===== src/rtl/index_video_pkg.sv =====
// index_video_pkg: shared widths, default 640x480@60 timing, pixel types and
// the fixed colour-index palette used by the frame-buffer scan-out path.
package index_video_pkg;

  // Frame-buffer geometry
  localparam int unsigned FB_ADDR_W = 19;
  localparam int unsigned FB_IDX_W  = 3;
  localparam int unsigned RGB_W     = 8;

  // Raster counters are sized for the 800x525 default raster
  localparam int unsigned CNT_W = 10;

  // Default 640x480@60 timing (25 MHz pixel clock)
  localparam int unsigned DEF_H_VISIBLE = 640;
  localparam int unsigned DEF_H_FRONT   = 16;
  localparam int unsigned DEF_H_SYNC    = 96;
  localparam int unsigned DEF_H_BACK    = 48;
  localparam int unsigned DEF_V_VISIBLE = 480;
  localparam int unsigned DEF_V_FRONT   = 10;
  localparam int unsigned DEF_V_SYNC    = 2;
  localparam int unsigned DEF_V_BACK    = 33;

  localparam int unsigned FB_PIXELS = DEF_H_VISIBLE * DEF_V_VISIBLE;

  typedef logic [FB_ADDR_W-1:0] fb_addr_t;
  typedef logic [FB_IDX_W-1:0]  fb_idx_t;
  typedef logic [CNT_W-1:0]     cnt_t;

  typedef struct packed {
    logic [RGB_W-1:0] r;
    logic [RGB_W-1:0] g;
    logic [RGB_W-1:0] b;
  } rgb_t;

  // Per-pixel control that travels alongside the memory read
  typedef struct packed {
    logic visible;
    logic hs_n;
    logic vs_n;
    logic first;
  } pix_flags_t;

  // Blank, syncs inactive: what an empty pipeline slot looks like
  localparam pix_flags_t FLAGS_IDLE = '{visible: 1'b0, hs_n: 1'b1, vs_n: 1'b1, first: 1'b0};
  localparam rgb_t       RGB_BLACK  = '0;

  // Each index bit switches one primary fully on or off
  function automatic rgb_t palette_rgb(input fb_idx_t idx);
    rgb_t c;
    c.r = idx[2] ? 8'hFF : 8'h00;
    c.g = idx[1] ? 8'hFF : 8'h00;
    c.b = idx[0] ? 8'hFF : 8'h00;
    return c;
  endfunction

endpackage


===== src/rtl/vga_timing_gen.sv =====
// vga_timing_gen: horizontal/vertical raster counters and the issue-stage
// flags derived from them (visible, raw active-low syncs, first pixel,
// vertical blank and end-of-frame).
// With INDEX_READER_TEST_PATTERN_EN defined it also exports the 64-pixel
// colour-bar index h_count[8:6].
module vga_timing_gen
  import index_video_pkg::*;
#(
  parameter int unsigned H_VISIBLE = DEF_H_VISIBLE,
  parameter int unsigned H_FRONT   = DEF_H_FRONT,
  parameter int unsigned H_SYNC    = DEF_H_SYNC,
  parameter int unsigned H_BACK    = DEF_H_BACK,
  parameter int unsigned V_VISIBLE = DEF_V_VISIBLE,
  parameter int unsigned V_FRONT   = DEF_V_FRONT,
  parameter int unsigned V_SYNC    = DEF_V_SYNC,
  parameter int unsigned V_BACK    = DEF_V_BACK
) (
  input  logic    clock,
  input  logic    reset,
  output logic    visible,
  output logic    hs_n,
  output logic    vs_n,
  output logic    first_pixel,
  output logic    in_vblank,
`ifdef INDEX_READER_TEST_PATTERN_EN
  output fb_idx_t h_bar,
`endif
  output logic    frame_end
);

  localparam int unsigned H_TOTAL = H_VISIBLE + H_FRONT + H_SYNC + H_BACK;
  localparam int unsigned V_TOTAL = V_VISIBLE + V_FRONT + V_SYNC + V_BACK;

  localparam cnt_t H_LAST     = cnt_t'(H_TOTAL - 1);
  localparam cnt_t V_LAST     = cnt_t'(V_TOTAL - 1);
  localparam cnt_t H_VIS_END  = cnt_t'(H_VISIBLE);
  localparam cnt_t V_VIS_END  = cnt_t'(V_VISIBLE);
  localparam cnt_t HS_FIRST   = cnt_t'(H_VISIBLE + H_FRONT);
  localparam cnt_t HS_LAST    = cnt_t'(H_VISIBLE + H_FRONT + H_SYNC - 1);
  localparam cnt_t VS_FIRST   = cnt_t'(V_VISIBLE + V_FRONT);
  localparam cnt_t VS_LAST    = cnt_t'(V_VISIBLE + V_FRONT + V_SYNC - 1);

  cnt_t h_count;
  cnt_t v_count;
  logic line_end;

  assign line_end = (h_count == H_LAST);

  // Raster scan: h wraps at end of line and steps v; v wraps with the last line
  always_ff @(posedge clock) begin
    // NOTE: state registers use non-blocking assignments so every flop samples
    // the pre-edge value of its neighbours, independent of statement order.
    if (reset) begin
      h_count <= '0;
      v_count <= '0;
    end else if (line_end) begin
      h_count <= '0;
      v_count <= (v_count == V_LAST) ? '0 : v_count + 1'b1;
    end else begin
      h_count <= h_count + 1'b1;
    end
  end

  assign visible     = (h_count < H_VIS_END) && (v_count < V_VIS_END);
  assign hs_n        = !((h_count >= HS_FIRST) && (h_count <= HS_LAST));
  assign vs_n        = !((v_count >= VS_FIRST) && (v_count <= VS_LAST));
  assign first_pixel = (h_count == '0) && (v_count == '0);
  assign in_vblank   = (v_count >= V_VIS_END);
  assign frame_end   = line_end && (v_count == V_LAST);

`ifdef INDEX_READER_TEST_PATTERN_EN
  assign h_bar = h_count[8:6];
`endif

endmodule


===== src/rtl/index_frame_reader.sv =====
// index_frame_reader: scans the 3-bit colour-index frame buffer out in raster
// order, aligns per-pixel timing flags with the memory read latency and maps
// each index through the fixed palette into registered VGA outputs.
// vblank is the undelayed (issue-stage) warning for the writer side.
// READ_LATENCY is legal in 1..4.
// Optional: define INDEX_READER_TEST_PATTERN_EN to add the test_pattern input,
// which replaces the memory index with 64-pixel colour bars.
module index_frame_reader
  import index_video_pkg::*;
#(
  parameter int unsigned READ_LATENCY = 2,
  parameter int unsigned H_VISIBLE    = DEF_H_VISIBLE,
  parameter int unsigned H_FRONT      = DEF_H_FRONT,
  parameter int unsigned H_SYNC       = DEF_H_SYNC,
  parameter int unsigned H_BACK       = DEF_H_BACK,
  parameter int unsigned V_VISIBLE    = DEF_V_VISIBLE,
  parameter int unsigned V_FRONT      = DEF_V_FRONT,
  parameter int unsigned V_SYNC       = DEF_V_SYNC,
  parameter int unsigned V_BACK       = DEF_V_BACK
) (
  input  logic                 clock,
  input  logic                 reset,
`ifdef INDEX_READER_TEST_PATTERN_EN
  input  logic                 test_pattern,
`endif
  output logic [FB_ADDR_W-1:0] mem_raddr,
  input  logic [FB_IDX_W-1:0]  mem_rdata,
  output logic [RGB_W-1:0]     vga_r,
  output logic [RGB_W-1:0]     vga_g,
  output logic [RGB_W-1:0]     vga_b,
  output logic                 vga_hs,
  output logic                 vga_vs,
  output logic                 vga_blank_n,
  output logic                 vblank,
  output logic                 frame_start
);

  // Final visible address; the counter saturates here until the frame wraps
  localparam fb_addr_t ADDR_LAST = fb_addr_t'(H_VISIBLE * V_VISIBLE - 1);

  pix_flags_t issue_flags;
  logic       in_vblank;
  logic       frame_end;
  fb_addr_t   rd_addr;

`ifdef INDEX_READER_TEST_PATTERN_EN
  fb_idx_t    h_bar;
`endif

  vga_timing_gen #(
    .H_VISIBLE (H_VISIBLE),
    .H_FRONT   (H_FRONT),
    .H_SYNC    (H_SYNC),
    .H_BACK    (H_BACK),
    .V_VISIBLE (V_VISIBLE),
    .V_FRONT   (V_FRONT),
    .V_SYNC    (V_SYNC),
    .V_BACK    (V_BACK)
  ) u_timing (
    .clock       (clock),
    .reset       (reset),
    .visible     (issue_flags.visible),
    .hs_n        (issue_flags.hs_n),
    .vs_n        (issue_flags.vs_n),
    .first_pixel (issue_flags.first),
    .in_vblank   (in_vblank),
`ifdef INDEX_READER_TEST_PATTERN_EN
    .h_bar       (h_bar),
`endif
    .frame_end   (frame_end)
  );

  // Raster-order read address: advances on visible pixels, holds in blanking,
  // saturates on the last pixel and restarts when the frame wraps
  always_ff @(posedge clock) begin
    if (reset) begin
      rd_addr <= '0;
    end else if (frame_end) begin
      rd_addr <= '0;
    end else if (issue_flags.visible && (rd_addr != ADDR_LAST)) begin
      rd_addr <= rd_addr + 1'b1;
    end
  end

  assign mem_raddr = rd_addr;

  // Delay line: carries the issue-stage flags READ_LATENCY cycles so they meet
  // the index returned for the same address
  pix_flags_t flag_dly [READ_LATENCY];

  always_ff @(posedge clock) begin
    // NOTE: the delay line is cleared on reset, not left to drain, so a pixel
    // in flight when reset hits can never reach the display.
    if (reset) begin
      for (int i = 0; i < READ_LATENCY; i++) flag_dly[i] <= FLAGS_IDLE;
    end else begin
      flag_dly[0] <= issue_flags;
      for (int i = 1; i < READ_LATENCY; i++) flag_dly[i] <= flag_dly[i-1];
    end
  end

`ifdef INDEX_READER_TEST_PATTERN_EN
  // Colour-bar index travels with the flags so the bar matches the pixel
  fb_idx_t bar_dly [READ_LATENCY];

  always_ff @(posedge clock) begin
    if (reset) begin
      for (int i = 0; i < READ_LATENCY; i++) bar_dly[i] <= '0;
    end else begin
      bar_dly[0] <= h_bar;
      for (int i = 1; i < READ_LATENCY; i++) bar_dly[i] <= bar_dly[i-1];
    end
  end
`endif

  pix_flags_t aligned;
  fb_idx_t    pix_idx;
  rgb_t       pix_rgb;

  assign aligned = flag_dly[READ_LATENCY-1];

  // Index source select and palette lookup; blank pixels are forced black
  always_comb begin
    // NOTE: every output of this block is given a default first, so no path
    // leaves a value unassigned and no latch is inferred.
    pix_idx = mem_rdata;
    pix_rgb = RGB_BLACK;
`ifdef INDEX_READER_TEST_PATTERN_EN
    if (test_pattern) pix_idx = bar_dly[READ_LATENCY-1];
`endif
    if (aligned.visible) pix_rgb = palette_rgb(pix_idx);
  end

  // Output register: colour, syncs and markers leave together; vblank is the
  // registered issue-stage flag so the writer sees it ahead of the display
  always_ff @(posedge clock) begin
    if (reset) begin
      vga_r       <= '0;
      vga_g       <= '0;
      vga_b       <= '0;
      vga_hs      <= 1'b1;
      vga_vs      <= 1'b1;
      vga_blank_n <= 1'b0;
      frame_start <= 1'b0;
      vblank      <= 1'b0;
    end else begin
      vga_r       <= pix_rgb.r;
      vga_g       <= pix_rgb.g;
      vga_b       <= pix_rgb.b;
      vga_hs      <= aligned.hs_n;
      vga_vs      <= aligned.vs_n;
      vga_blank_n <= aligned.visible;
      frame_start <= aligned.first;
      vblank      <= in_vblank;
    end
  end

endmodule


===== config.mk =====
export PLATFORM = sky130hd
export DESIGN_NAME = index_frame_reader
export DESIGN_NICKNAME = d
export VERILOG_FILES = /design/src/rtl/index_video_pkg.sv /design/src/rtl/vga_timing_gen.sv /design/src/rtl/index_frame_reader.sv
export SDC_FILE = /design/constraint.sdc
export NUM_CORES = 1
export LEC_CHECK = 0
export ABC_AREA = 1
export CORE_AREA = 2 2 114 72
export CTS_CLUSTER_SIZE = 25
export DETAILED_ROUTE_END_ITERATION = 7
export DIE_AREA = 0 0 116 74
export PLACE_DENSITY = 0.69
export SYNTH_ARGS = -nofsm -noshare
export SYNTH_HDL_FRONTEND = slang
export SYNTH_SLANG_ARGS = --single-unit

===== constraint.sdc =====
create_clock -name clock -period 1.65 [get_ports clock]
set_input_delay 0.2475 -clock clock [delete_from_list [all_inputs] [get_ports clock]]
set_output_delay 0.2475 -clock clock [all_outputs]
set_load 0.02 [all_outputs]

After elaboration in Yosys (flattened, before gate mapping) --
Memories as Yosys holds them, arrays and structs flattened. Index checks and enable logic that the tools add are counted.
Word-level totals: flip-flop bits (word level) 68, memory bits (writable) 8, input port bits 5, output and inout bits 48, memories 1
Memories:
- flag_dly | words 2, width 4, rd ports 2, clocked after Yosys merged registers in 0, wr ports 2, RTL line index_frame_reader.sv:89 | pix_flags_t flag_dly [READ_LATENCY];
Operators by class: $add $sub $neg 3, $lt $le $gt $ge 7, equal/unequal tests 3, muxes and demuxes 9, bitwise logic cells 3, reduce and logical (&&, ||, !) cells 13
Operator list (count):
- two-way mux 8 bit | 3
- adder 10 x 1 -> 10 bit, second input constant | 2
- equality test 10 bit, second input constant | 2
- greater-or-equal comparator 10 x 9 -> 1 bit, second input constant | 2
- zero test 10 bit | 2
- adder 19 x 1 -> 19 bit, second input constant | 1
- inequality test 19 bit, second input constant | 1
- greater-or-equal comparator 10 bit, second input constant | 1
- <= comparator 10 bit, second input constant | 1
- <= comparator 10 x 9 -> 1 bit, second input constant | 1
- less-than comparator 10 bit, second input constant | 1
- less-than comparator 10 x 9 -> 1 bit, second input constant | 1
- two-way mux 10 bit | 1
- two-way mux 4 bit | 2
- logical AND 1 bit | 6
- OR reduction 2 bit | 3
- two-way mux 1 bit | 3
- zero test 1 bit | 2
- OR 1 bit | 2
- NOT 1 bit | 1

Longest topological paths before layout --
depth after elaboration 4, gate-level depth with buffers 11, mapped depth without buffers 10

Cells and area by module --
Synthesis repeated with hierarchy kept, for this count alone.
Unflattened totals: cells, all modules 416, area, all modules 2875.3 um^2
By module, submodules not included:
- index_frame_reader | instances 1, cells an instance 240, area an instance 1712.9 um^2
- vga_timing_gen | instances 1, cells an instance 176, area an instance 1162.4 um^2

Worst setup path before layout --
No wires, ideal clock.
kind register to register, start reg rd_addr[0] (netlist: mem_raddr[0]), end reg rd_addr[11] (netlist: mem_raddr[11]), setup time 0.115 ns, arrival time 1.575 ns, required time 1.535 ns, slack -0.041 ns, stages on the path, launching flop included 10, period minus slack after synthesis 1.691 ns, cell sequence dfxtp_1 ha_1 inv_1 nor2_4 nand2_2 nor2_2 nand2_2 buf_6 a21oi_1 nor2_1
Between the ends: cells in the longest elaborated chain, start to end 2, elaborated cells between the ends (all ways) 3
Ends and longest elaborated chain:
- start, declared | RTL line index_frame_reader.sv:44 | fb_addr_t rd_addr;
- start signal, assigned | RTL line index_frame_reader.sv:81 | rd_addr <= rd_addr + 1'b1;
- parallel branches: the longest is 2 deep, another holds adder 19 x 1 -> 19 bit
Several ways; the timed one is not identified. A chain may end at the register's enable or synchronous reset.

Final worst setup path --
start reg rd_addr[1] (netlist: mem_raddr[1]), end out mem_raddr[1]
RTL lines:
- end, declared | RTL line index_frame_reader.sv:26 | output logic [FB_ADDR_W-1:0] mem_raddr,
No word-level cell between the ends.

==> results.toml <==
[outcome]
outcome = "complete, no violations"

[pwr]
leakage_nw = 2.11
clkPwrFrac_pct = 39.4
ir_worst_vdd_uv = 577
intPower_mw = 2.32
pwr_density_cell_nw_per_um2 = 797
p_seq_share_pct = 46.1
sw_frac_of_total_pct = 24.9
p_switching_mw = 0.767
combPwrFrac_pct = 14.5

[sta]
tightest_slew_ps = 328
maxSlewHeadroom_pct = 77.9
max_freq_mhz = 619
min_period_ps = 1620
finalSetupViolCount = 0
slew_violations = 0
timing.hold.ws_ps = 404
fin_skew_ps = 10.2
fin_crit_sh_pct = 97.9
hold_viol = 0
rsz0062_at_grt = "true"

[setup_path]
cp_cell_sequence = "buf_4 > clkdlybuf4s50_1"
r2r_cells = 8
endpoint_kind = "primary output"
start_kind = "register"
cp_slowest_stage_delay_ps = 600
r2r-start = "u_timing.h_count[0]"
crit_buf_inv = 2
worst_ep_required_time_ps = 1400
slowest_stage = "clkdlybuf4s50_1"
critical_path.max_fanout = 3
rr_endpoint = "u_timing.v_count[3]"
cp_data_arrival_time_ps = 1370
reg2reg_slack_ps = 110
critPathKind = "register to primary output"
cp_top_family = "buffers and inverters"

[route]
top_layer_used = "met4"
wl_per_cell_um = 12.1
drt-met1-wl_um = 3630
firstDrtPassIters = 5
drtIter0Drc = 199
drc = 0
vias_per_cell = 4.75
wl_met3_um = 538
routed_wl_um = 7080
ant_nets = 0
dr_total_vias = 2768
wl_met2_um = 2830

[clocking]
clockRootBuffer = "clkbuf_16"
cts_tree = "yes"
insertion_delay_ps = 290
htree_levels = 2
cts_buffer_depth = 2
cts_hold_buf = 0
numClockSinks = 55
path_clk_slew_ps = 70
cts_buffers = 5

[floorplan]
row_count = 25
core-area_um2 = 7570
die_h_um = 74
initial_utilization_pct = 38.6
die_w_um = 116
die_area_um2 = 8580
io_pins = 53

[layout]
final_util_pct = 51.1
final-seq-area_um2 = 1100
area_growth_pct = 32.4
num-fill-cells = 712
layout-drive-gt1-share_pct = 16.2
final_common_cell = "nand2_1"
design_area_um2 = 3870
final_cell_mix = "94 x nand2_1, 62 x nor2_1, 52 x dfxtp_1"
multi_input_area_um2 = 1480
n_antenna_cell = 0
nets = 485

[min_path]
hold_depth = 2
min_to = "flag_dly[0][4]"
min_from = "flag_dly[0][0]"
hold_class = "register to register"

[yosys]
synth-edff-count = 0
synth-main-ff-cell = "dfxtp_1"
ys_seq_area_share_pct = 37.7
ys_ff_latch = 55
ys_warn_count = 0
syn-num-nets = 426
synth-async-reset-ratio_pct = 0
synthCells = 415
synth_area_per_cell_um2 = 7.04
yosys.area.top_type = "dfxtp_1"
synthTopCellsByArea = "dfxtp_1 38%, nand2_1 12%, nor2_1 8.1%"
synth_cell_types = 34
synth_top_area_share_pct = 37.7
synth_area_um2 = 2920

[placed_design]
placed_area_um2 = 3560
io_buffer_count = 52
hpwl_um = 5450
gp_congestion = 0.903

[job]
drv_cap = 0

[grt]
grt_max_degree = 18
overflow = 0
grt_first_pass_wirelength_um = 11400
grt_pass1_vias = 2438
antenna_found_initial = 0
grt.total_usage_pct = 17.0
worst max path at each step:
stage,endpoint,startpoint,depth (start not counted)
2_1_floorplan,mem_raddr[11],mem_raddr[1],9
3_3_place_gp,mem_raddr[5],reset,6
3_5_place_dp,mem_raddr[17],u_timing.h_count[0],8
4_1_cts,vga_g[0],vga_g[6],1
5_1_grt,mem_raddr[14],u_timing.h_count[7],7
6_report,mem_raddr[1],mem_raddr[1],2
synthesized netlist by cell type (2+ instances only):
cell / instances
a21oi_1: 16
a21oi_2: 4
buf_4: 22
buf_6: 3
dfxtp_1: 55
ha_1: 6
inv_1: 48
inv_2: 3
nand2_1: 95
nand2_2: 6
nand3_1: 26
nand3_2: 5
nand3b_1: 3
nand4_1: 8
nor2_1: 63
nor2_2: 7
nor2_4: 4
nor3_1: 6
nor3b_1: 2
nor4_1: 2
o21ai_0: 5
o21ai_1: 4
o21bai_1: 2
or2_2: 4
xor2_1: 7
cell families (layout without fill, tap and decap cells):
logic type | count (synthesis) | after routing | share of synthesized area [%]
AND/OR/NAND/NOR | 233 | 234 | 36.7
flip-flops | 55 | 55 | 37.7
buffers and inverters | 79 | 138 | 13.8
XOR/XNOR | 8 | 8 | 2.40
adder cells (fa/ha/maj) | 6 | 6 | 2.57
AO/OA/AOI/OAI | 34 | 34 | 6.77
layout make-up:
| type | instances | share of cell area (%) |
|---|---|---|
| multi-input combinational | 282 | 38.1 |
| tap | 108 | 3.49 |
| clock buffer | 6 | 3.33 |
| sequential | 55 | 28.6 |
| clock inverter | 2 | 1.00 |
| timing repair buffer | 78 | 20.4 |
| inverter | 52 | 5.08 |
power groups by stage:
stage / clock network [mW] / registers (mW) / logic, mW
detailed placement: 0 / 1.45 / 0.456
CTS: 1.23 / 1.42 / 0.451
global route: 1.29 / 1.43 / 0.488
floorplan: 0 / 1.52 / 0.181
global placement: 0 / 1.45 / 0.455
finish: 1.22 / 1.42 / 0.447
metal layers:
metal  GRT usage, %  vias to the layer above
li1               -                     1409
met1           25.1                     1252
met2           24.2                      101
met3           4.24                        6
met4           5.29                        0
met5              0                        -
sequential cells by signal, indices dropped and copies added, names as in the netlist:
signal and count:
vga_g 1, vga_hs 1, flag_dly 8, vga_b 1, vga_blank_n 1, vga_vs 1
vga_r 1, frame_start 1, vblank 1, mem_raddr 19, u_timing.v_count 10, u_timing.h_count 10
worst reg2reg max path: stages, from the launching register on:
cell and delay (ps):
dfxtp_2 360, ha_2 200, nand3_2 130, nor2_4 180
nand2_4 90, nand2_2 110, nand2_4 90, clkinv_2 200
nor2_1 70
metrics by stage:
stage | TNS (ps) | cells | setup WS (ps) | power [mW]
after floorplan | 0 | 415 | 33.9 | 1.70
after global placement | 0 | 574 | 96.9 | 1.90
after detailed placement | 0 | 574 | 27.7 | 1.91
after CTS | 0 | 582 | 3.70 | 3.10
after global routing | -53.9 | 583 | -23.7 | 3.20
final | 0 | 583 | 34.8 | 3.08
what timing repair did:
action                     CTS  global route
resized for setup            5            46
pin swaps                    0             4
gates cloned                 0             1
setup endpoints to repair    8            56
buffers inserted             0             0
No activity file was read; power rests on OpenSTA's default activity.
